## src/rtl/lsu_pkg.sv

```systemverilog
// lsu_pkg: shared types and helpers for the load/store unit.
//   lsu_funct3_e  : RISC-V load/store width encodings (funct3).
//   lsu_state_e   : control FSM states.
//   lsu_access_ok : legality and alignment check applied when a request is accepted.
package lsu_pkg;

   typedef enum logic [2:0] {
      LSU_B  = 3'b000,
      LSU_H  = 3'b001,
      LSU_W  = 3'b010,
      LSU_BU = 3'b100,
      LSU_HU = 3'b101
   } lsu_funct3_e;

   typedef enum logic {
      ST_IDLE      = 1'b0,
      ST_RMW_WRITE = 1'b1
   } lsu_state_e;

   // Returns 1 when the access is legal: known funct3, no unsigned store, natural alignment.
   function automatic logic lsu_access_ok(input logic store,
                                          input logic [2:0] funct3,
                                          input logic [1:0] lane);
      logic ok;
      case (funct3)
         LSU_B:   ok = 1'b1;
         LSU_H:   ok = ~lane[0];
         LSU_W:   ok = (lane == 2'b00);
         LSU_BU:  ok = ~store;
         LSU_HU:  ok = ~store & ~lane[0];
         default: ok = 1'b0;
      endcase
      return ok;
   endfunction

endpackage

```

## src/rtl/load_store_unit_if.sv

```systemverilog
// load_store_unit_if: core request/response and data-memory signals of the load/store unit.
//   slave  : the load/store unit side (drives ready, response and memory controls).
//   master : the environment side (core + data memory).
interface load_store_unit_if #(
   parameter int DATA_WIDTH = 32,
   parameter int ADDR_WIDTH = 8
);
   logic                    req_valid;
   logic                    req_ready;
   logic                    req_store;
   logic [2:0]              req_funct3;
   logic [ADDR_WIDTH+1:0]   req_addr;
   logic [DATA_WIDTH-1:0]   req_wdata;
   logic                    resp_valid;
   logic [DATA_WIDTH-1:0]   resp_rdata;
   logic                    resp_error;
   logic [ADDR_WIDTH-1:0]   mem_addr;
   logic                    mem_read_en;
   logic                    mem_write_en;
   logic [DATA_WIDTH-1:0]   mem_write_data;
   logic [DATA_WIDTH-1:0]   mem_read_data;

   modport slave (
      input  req_valid, req_store, req_funct3, req_addr, req_wdata, mem_read_data,
      output req_ready, resp_valid, resp_rdata, resp_error,
             mem_addr, mem_read_en, mem_write_en, mem_write_data
   );

   modport master (
      output req_valid, req_store, req_funct3, req_addr, req_wdata, mem_read_data,
      input  req_ready, resp_valid, resp_rdata, resp_error,
             mem_addr, mem_read_en, mem_write_en, mem_write_data
   );
endinterface

```

## src/rtl/lsu_lane.sv

```systemverilog
// lsu_lane: combinational byte-lane logic of the load/store unit.
//   funct3     in  access width / signedness
//   lane       in  byte offset within the word (addr[1:0])
//   rd_word    in  word read from memory
//   wr_data    in  store data (low byte/half used for sub-word stores)
//   load_data  out extracted and sign/zero-extended load result
//   merge_data out rd_word with the addressed byte/half replaced by wr_data
module lsu_lane
   import lsu_pkg::*;
(
   input  logic [2:0]  funct3,
   input  logic [1:0]  lane,
   input  logic [31:0] rd_word,
   input  logic [31:0] wr_data,
   output logic [31:0] load_data,
   output logic [31:0] merge_data
);

   logic [31:0] shifted_s;

   // Load path: bring the addressed lane down to bit 0, then extend.
   always_comb begin
      shifted_s = rd_word >> {lane, 3'b000};
      case (funct3)
         LSU_B:   load_data = {{24{shifted_s[7]}}, shifted_s[7:0]};
         LSU_H:   load_data = {{16{shifted_s[15]}}, shifted_s[15:0]};
         LSU_W:   load_data = rd_word;
         LSU_BU:  load_data = {24'h000000, shifted_s[7:0]};
         LSU_HU:  load_data = {16'h0000, shifted_s[15:0]};
         default: load_data = 32'h00000000;
      endcase
   end

   // Store path: splice the new byte/half into the word just read.
   always_comb begin
      merge_data = wr_data;
      case (funct3[1:0])
         2'b00: begin
            case (lane)
               2'b00:   merge_data = {rd_word[31:8], wr_data[7:0]};
               2'b01:   merge_data = {rd_word[31:16], wr_data[7:0], rd_word[7:0]};
               2'b10:   merge_data = {rd_word[31:24], wr_data[7:0], rd_word[15:0]};
               2'b11:   merge_data = {wr_data[7:0], rd_word[23:0]};
               default: merge_data = rd_word;
            endcase
         end
         2'b01: begin
            if (lane[1]) begin
               merge_data = {wr_data[15:0], rd_word[15:0]};
            end else begin
               merge_data = {rd_word[31:16], wr_data[15:0]};
            end
         end
         default: merge_data = wr_data;
      endcase
   end

endmodule

```

## src/rtl/load_store_unit.sv

```systemverilog
// load_store_unit: byte-addressed RISC-V loads/stores onto a word-addressed memory
// without byte enables. Sub-word stores use a read-modify-write over two cycles.
//   clk, rst : clock and asynchronous active-high reset
//   bus      : request/response and data-memory signals (slave modport)
module load_store_unit
   import lsu_pkg::*;
#(
   parameter int DATA_WIDTH = 32,
   parameter int ADDR_WIDTH = 8
) (
   input logic              clk,
   input logic              rst,
   load_store_unit_if.slave bus
);

   if (DATA_WIDTH != 32) begin : g_width_check
      $error("load_store_unit: only DATA_WIDTH = 32 is supported");
   end

   lsu_state_e            state_q, state_d;
   logic                  resp_valid_q, resp_valid_d;
   logic                  resp_error_q, resp_error_d;
   logic [31:0]           resp_rdata_q, resp_rdata_d;
   logic [ADDR_WIDTH-1:0] rmw_addr_q, rmw_addr_d;
   logic [31:0]           rmw_data_q, rmw_data_d;

   logic        ready_s, accept_s, legal_s, go_s, is_word_s, sub_store_s;
   logic [31:0] load_data_s, merge_data_s;

   lsu_lane u_lane (
      .funct3     (bus.req_funct3),
      .lane       (bus.req_addr[1:0]),
      .rd_word    (bus.mem_read_data),
      .wr_data    (bus.req_wdata),
      .load_data  (load_data_s),
      .merge_data (merge_data_s)
   );

   // Request qualification.
   always_comb begin
      ready_s     = (state_q == ST_IDLE) && !rst;
      accept_s    = bus.req_valid && ready_s;
      legal_s     = lsu_access_ok(bus.req_store, bus.req_funct3, bus.req_addr[1:0]);
      go_s        = accept_s && legal_s;
      is_word_s   = (bus.req_funct3 == LSU_W);
      sub_store_s = go_s && bus.req_store && !is_word_s;
   end

   // Memory controls; in RMW_WRITE only the latched address/merged word are used,
   // so mem_read_data never reaches mem_write_data combinationally.
   always_comb begin
      if (state_q == ST_RMW_WRITE) begin
         bus.mem_addr       = rmw_addr_q;
         bus.mem_write_data = rmw_data_q;
         bus.mem_read_en    = 1'b0;
         bus.mem_write_en   = !rst;
      end else begin
         bus.mem_addr       = bus.req_addr[ADDR_WIDTH+1:2];
         bus.mem_write_data = bus.req_wdata;
         bus.mem_read_en    = go_s && (!bus.req_store || !is_word_s);
         bus.mem_write_en   = go_s && bus.req_store && is_word_s;
      end
   end

   // Next-state and response computation.
   always_comb begin
      state_d      = state_q;
      resp_valid_d = 1'b0;
      resp_error_d = 1'b0;
      resp_rdata_d = 32'h00000000;
      rmw_addr_d   = rmw_addr_q;
      rmw_data_d   = rmw_data_q;
      case (state_q)
         ST_IDLE: begin
            if (accept_s && !legal_s) begin
               resp_valid_d = 1'b1;
               resp_error_d = 1'b1;
            end else if (sub_store_s) begin
               state_d    = ST_RMW_WRITE;
               rmw_addr_d = bus.req_addr[ADDR_WIDTH+1:2];
               rmw_data_d = merge_data_s;
            end else if (go_s) begin
               resp_valid_d = 1'b1;
               resp_rdata_d = bus.req_store ? 32'h00000000 : load_data_s;
            end else begin
               state_d = ST_IDLE;
            end
         end
         ST_RMW_WRITE: begin
            state_d      = ST_IDLE;
            resp_valid_d = 1'b1;
         end
         default: state_d = ST_IDLE;
      endcase
   end

   // State and registered response.
   always_ff @(posedge clk or posedge rst) begin
      if (rst) begin
         state_q      <= ST_IDLE;
         resp_valid_q <= 1'b0;
         resp_error_q <= 1'b0;
         resp_rdata_q <= 32'h00000000;
         rmw_addr_q   <= '0;
         rmw_data_q   <= 32'h00000000;
      end else begin
         state_q      <= state_d;
         resp_valid_q <= resp_valid_d;
         resp_error_q <= resp_error_d;
         resp_rdata_q <= resp_rdata_d;
         rmw_addr_q   <= rmw_addr_d;
         rmw_data_q   <= rmw_data_d;
      end
   end

   assign bus.req_ready  = ready_s;
   assign bus.resp_valid = resp_valid_q;
   assign bus.resp_error = resp_error_q;
   assign bus.resp_rdata = resp_rdata_q;

endmodule

```

## src/flat_wrapper.sv

```systemverilog
// flat-port wrapper written by rule: the top's interface ports become plain ports
module load_store_unit_flat import lsu_pkg::*;
#(
   parameter int DATA_WIDTH = 32,
   parameter int ADDR_WIDTH = 8
)
  (clk, rst, bus_req_valid, bus_req_store, bus_req_funct3, bus_req_addr, bus_req_wdata, bus_mem_read_data, bus_req_ready, bus_resp_valid, bus_resp_rdata, bus_resp_error, bus_mem_addr, bus_mem_read_en, bus_mem_write_en, bus_mem_write_data);
  load_store_unit_if #(.DATA_WIDTH(DATA_WIDTH), .ADDR_WIDTH(ADDR_WIDTH)) bus_i ();
  input logic clk;
  input logic rst;
  input wire logic [$bits(bus_i.req_valid)-1:0] bus_req_valid;
  input wire logic [$bits(bus_i.req_store)-1:0] bus_req_store;
  input wire logic [$bits(bus_i.req_funct3)-1:0] bus_req_funct3;
  input wire logic [$bits(bus_i.req_addr)-1:0] bus_req_addr;
  input wire logic [$bits(bus_i.req_wdata)-1:0] bus_req_wdata;
  input wire logic [$bits(bus_i.mem_read_data)-1:0] bus_mem_read_data;
  output wire logic [$bits(bus_i.req_ready)-1:0] bus_req_ready;
  output wire logic [$bits(bus_i.resp_valid)-1:0] bus_resp_valid;
  output wire logic [$bits(bus_i.resp_rdata)-1:0] bus_resp_rdata;
  output wire logic [$bits(bus_i.resp_error)-1:0] bus_resp_error;
  output wire logic [$bits(bus_i.mem_addr)-1:0] bus_mem_addr;
  output wire logic [$bits(bus_i.mem_read_en)-1:0] bus_mem_read_en;
  output wire logic [$bits(bus_i.mem_write_en)-1:0] bus_mem_write_en;
  output wire logic [$bits(bus_i.mem_write_data)-1:0] bus_mem_write_data;
  assign bus_i.req_valid = bus_req_valid;
  assign bus_i.req_store = bus_req_store;
  assign bus_i.req_funct3 = bus_req_funct3;
  assign bus_i.req_addr = bus_req_addr;
  assign bus_i.req_wdata = bus_req_wdata;
  assign bus_i.mem_read_data = bus_mem_read_data;
  assign bus_req_ready = bus_i.req_ready;
  assign bus_resp_valid = bus_i.resp_valid;
  assign bus_resp_rdata = bus_i.resp_rdata;
  assign bus_resp_error = bus_i.resp_error;
  assign bus_mem_addr = bus_i.mem_addr;
  assign bus_mem_read_en = bus_i.mem_read_en;
  assign bus_mem_write_en = bus_i.mem_write_en;
  assign bus_mem_write_data = bus_i.mem_write_data;
  load_store_unit #(.DATA_WIDTH(DATA_WIDTH), .ADDR_WIDTH(ADDR_WIDTH)) u_core (.clk(clk), .rst(rst), .bus(bus_i));
endmodule
```

## config.mk

```make
export PLATFORM = sky130hd
export DESIGN_NAME = load_store_unit_flat
export DESIGN_NICKNAME = d
export VERILOG_FILES = /design/src/rtl/lsu_pkg.sv /design/src/rtl/load_store_unit_if.sv /design/src/rtl/lsu_lane.sv /design/src/rtl/load_store_unit.sv /design/src/flat_wrapper.sv
export SDC_FILE = /design/constraint.sdc
export NUM_CORES = 1
export LEC_CHECK = 0
export CORE_MARGIN = 2
export CORE_UTILIZATION = 41
export DETAILED_ROUTE_END_ITERATION = 8
export PLACE_DENSITY = 0.75
export SYNTH_ARGS = -nofsm -noshare
export SYNTH_HDL_FRONTEND = slang
export SYNTH_SLANG_ARGS = --single-unit
export TNS_END_PERCENT = 1
```

## constraint.sdc

```tcl
create_clock -name clk -period 2.02 [get_ports clk]
set_input_delay 0.202 -clock clk [delete_from_list [all_inputs] [get_ports clk]]
set_output_delay 0.202 -clock clk [all_outputs]
set_load 0.1 [all_outputs]
```

==> impl_metrics.json <==
{
  "dieHeight_um": 106,
  "dr_total_vias": 4220,
  "multi_input_comb_area_mm2": 0.00228,
  "n_fill_cell": 780,
  "start_util_pct": 42.0,
  "period_minus_slack_ns": 2.02,
  "postSynth.topFlopCell": "sky130_fd_sc_hd__dfrtp_1",
  "areaGrowthSynthToFinish_pct": 58.8,
  "clk_root_buffer_cell": "sky130_fd_sc_hd__clkbuf_8",
  "cp_max_fo": 32,
  "avgViaCountPerCell": 5.78,
  "setup_viol": 1,
  "violations": "negative setup slack",
  "route.detailed.drc": 0,
  "seq_area_mm2": 0.00188,
  "cell_area_after_synthesis_mm2": 0.00430,
  "cpLargestDelayFamily": "buffers and inverters",
  "leakagePower_nw": 2.97,
  "number_of_antenna_violations_at_the_first_check_in_global_routing": 0,
  "mostFrequentLayoutCell": "sky130_fd_sc_hd__clkdlybuf4s50_1",
  "average_instance_area_after_synthesis_um2": 10.3,
  "status": "finished, violations left",
  "dieArea_mm2": 0.0113,
  "max-clock-path-buffers": 2,
  "cts_tree": "yes",
  "mostFrequentLayoutCells": "80 x sky130_fd_sc_hd__clkdlybuf4s50_1, 75 x sky130_fd_sc_hd__dfrtp_1, 65 x sky130_fd_sc_hd__buf_4, 64 x sky130_fd_sc_hd__mux2_2, 58 x sky130_fd_sc_hd__nand2_1",
  "crit_path_top_delay_cell": "sky130_fd_sc_hd__mux2_2",
  "synth_cell_type_count": 43,
  "max_cap_viol_count": 0,
  "numCtsBuffers": 9,
  "fin_skew_ns": 0.00592,
  "fp.coreArea_mm2": 0.0102,
  "firstDrtPassIters": 6,
  "yosys_warnings": 0,
  "grt_util_met3_pct": 6.68,
  "groute.usage.overall_pct": 26.2,
  "floorplan.rows": 37,
  "synth-async-reset-ratio_pct": 100,
  "timing.final.hold_violations": 0,
  "global_route.overflow_total": 0,
  "gp_congestion": 0.872,
  "boundaryPins": 158,
  "grt_use_met1_pct": 34.7,
  "ys_seq_elements": 75,
  "timing.critical_path.slowest_cell_delay_ns": 0.44,
  "gr-max-usage-layer": "met2",
  "syn_inst": 419,
  "timing.critical_path.from_type": "flip-flop",
  "drt-total-wl_mm": 14.4,
  "finalCritPeriodShare_pct": 100,
  "mappedNetlistNets": 500,
  "grt_max_degree": 76,
  "post-cts-setup-buffers": 0,
  "setup_ws_ns": -0.000231,
  "slew_hr_pct": 52.9,
  "worst-slew-pin-transition_ns": 0.706,
  "port-buffer-count": 157,
  "global_route.usage.met2_pct": 41.9,
  "hp-class": "input port to flip-flop",
  "clock_tree.htree_level_count": 3,
  "count_of_flip_flops_with_a_built_in_enable_after_synthesis": 0,
  "setup.worst_path.class": "flip-flop to output port",
  "avgRoutedWirePerCell_um": 19.7,
  "insertedDiodeCount": 0,
  "vias_in_the_first_global_route": 4325,
  "timing.critical_path.to_type": "output port",
  "floorplan.die.width_um": 106,
  "dpl.hpwl_mm": 10.8,
  "synth_seq_area_share_pct": 43.6,
  "worst_skew_pair.late_latency_ns": 0.36,
  "vdd.ir_drop.worst_v": 0.000380,
  "crit_chain": "buf_4 > mux2_2 > buf_12",
  "critical_path_arrival_ns": 1.82,
  "ant_nets": 0,
  "count_of_instances_resized_after_the_clock_tree_is_built": 0,
  "first_iter_violations": 472,
  "cts.reportedPaths.clkPinSlew_ns": 0.09,
  "finalHoldWorstSlack_ns": 0.440,
  "total_power_mw": 4.64,
  "cts-hold-fix-buffers": 0,
  "fmax_ghz": 0.495,
  "worst-path-buf-inv": 2,
  "slew_violations": 0,
  "cellPowerDensity_mw_per_mm2": 679,
  "grt_setup_unrepaired": "true",
  "grt_pass1_wl_mm": 23.2,
  "layout-drive-gt1-share_pct": 36.2,
  "worst_ep_required_time_ns": 1.82,
  "cts.sinks": 75,
  "layout.nets": 670
}
-- metrics by stage --
| stage | util [%] | instances | area, um2 | TNS [ns] | setup slack [ns] |
|---|---|---|---|---|---|
| after detailed placement | 64.8 | 714 | 6630 | -1.59 | -0.0866 |
| after global routing | 66.8 | 730 | 6830 | -0.897 | -0.0585 |
| after floorplan | - | 419 | 4310 | -0.340 | -0.247 |
| after global placement | 64.8 | 714 | 6630 | -0.00869 | -0.00473 |
| after CTS | 66.8 | 730 | 6830 | 0 | 0.00946 |
| final | 66.8 | 730 | 6830 | -0.000231 | -0.000231 |
-- flip-flops by register name (all words and copies together) (netlist names) --
signal	flops
u_core.bus.resp_error	1
u_core.bus.resp_rdata	32
u_core.bus.resp_valid	1
u_core.rmw_addr_q	8
u_core.rmw_data_q	32
u_core.state_q	1
-- Yosys cell counts (2+ instances only) --
cell type                   n  area share [%]
sky130_fd_sc_hd__dfrtp_1   75              44
sky130_fd_sc_hd__mux2_2    64              17
sky130_fd_sc_hd__nand2_1   58             5.1
sky130_fd_sc_hd__a21oi_1   33             3.8
sky130_fd_sc_hd__o21ai_1   32             3.7
sky130_fd_sc_hd__clkbuf_1  18             1.6
sky130_fd_sc_hd__a222oi_1  15             3.5
sky130_fd_sc_hd__a22oi_1   14             2.4
sky130_fd_sc_hd__buf_2     14             1.6
sky130_fd_sc_hd__mux2i_1   12             2.8
sky130_fd_sc_hd__and2_1     9             1.3
sky130_fd_sc_hd__a221oi_1   8             1.6
sky130_fd_sc_hd__a22o_1     7             1.4
sky130_fd_sc_hd__mux2_1     7             1.8
sky130_fd_sc_hd__nor2_1     6            0.52
sky130_fd_sc_hd__or2_2      6            0.87
sky130_fd_sc_hd__nor2b_1    4            0.58
sky130_fd_sc_hd__a21o_1     3            0.52
sky130_fd_sc_hd__buf_1      3            0.26
sky130_fd_sc_hd__nand2b_1   3            0.44
sky130_fd_sc_hd__a32oi_1    2            0.41
sky130_fd_sc_hd__inv_2      2            0.17
sky130_fd_sc_hd__nor3b_1    2            0.35
sky130_fd_sc_hd__nor3b_2    2            0.58
sky130_fd_sc_hd__or2_1      2            0.29
-- report_power, final --
group	internal, mW	switching (mW)	total [mW]
sequential	1.71	0.123	1.83
clock	0.579	0.636	1.22
combinational	0.667	0.919	1.59
total	2.96	1.68	4.64
-- cell type report --
class	count	area share (%)
Clock buffer	9	1.81
Clock inverter	7	1.12
Inverter	3	0.220
Multi-Input combinational cell	305	33.4
Sequential cell	75	27.5
Tap cell	136	2.49
Timing Repair Buffer	195	33.5
-- final timing paths --
kind,startpoint,end,slack (ns),cells after the start
worst min-delay path,bus_mem_read_data[6],u_core.bus.resp_rdata[6],0.44,3
worst min register to register,u_core.rmw_data_q[15],u_core.rmw_data_q[15],0.49,2
worst max-delay path,u_core.state_q,bus_mem_write_data[14],-0.0002,3
max in group asynchronous,rst,u_core.rmw_data_q[21],1.26,4
min in group asynchronous,rst,u_core.bus.resp_error,0.46,4
worst max register to register,u_core.state_q,u_core.rmw_data_q[30],0.22,5
-- worst min-delay path: cells and delay by family --
kind	cells	cell delay (ns)
buffers and inverters	1	0.43
AND/OR/NAND/NOR	1	0.07
AO/OA/AOI/OAI	1	0.07
-- kinds of logic after synthesis --
group                  Yosys count  synth area share [%]
and+or+nand+nor                 97                  11.0
buffers and inverters           39                  3.99
DFF                             75                  43.6
AOI/OAI and AO/OA              125                  20.0
muxes                           83                  21.4
-- layer usage --
layer  up-vias  part of all wire [%]
met2       235                    48
met3        34                    10
met1      2053                    40
met4         0                   2.1
met5         -                     0
li1       1898                     -
No activity file was read; power rests on OpenSTA's default activity.
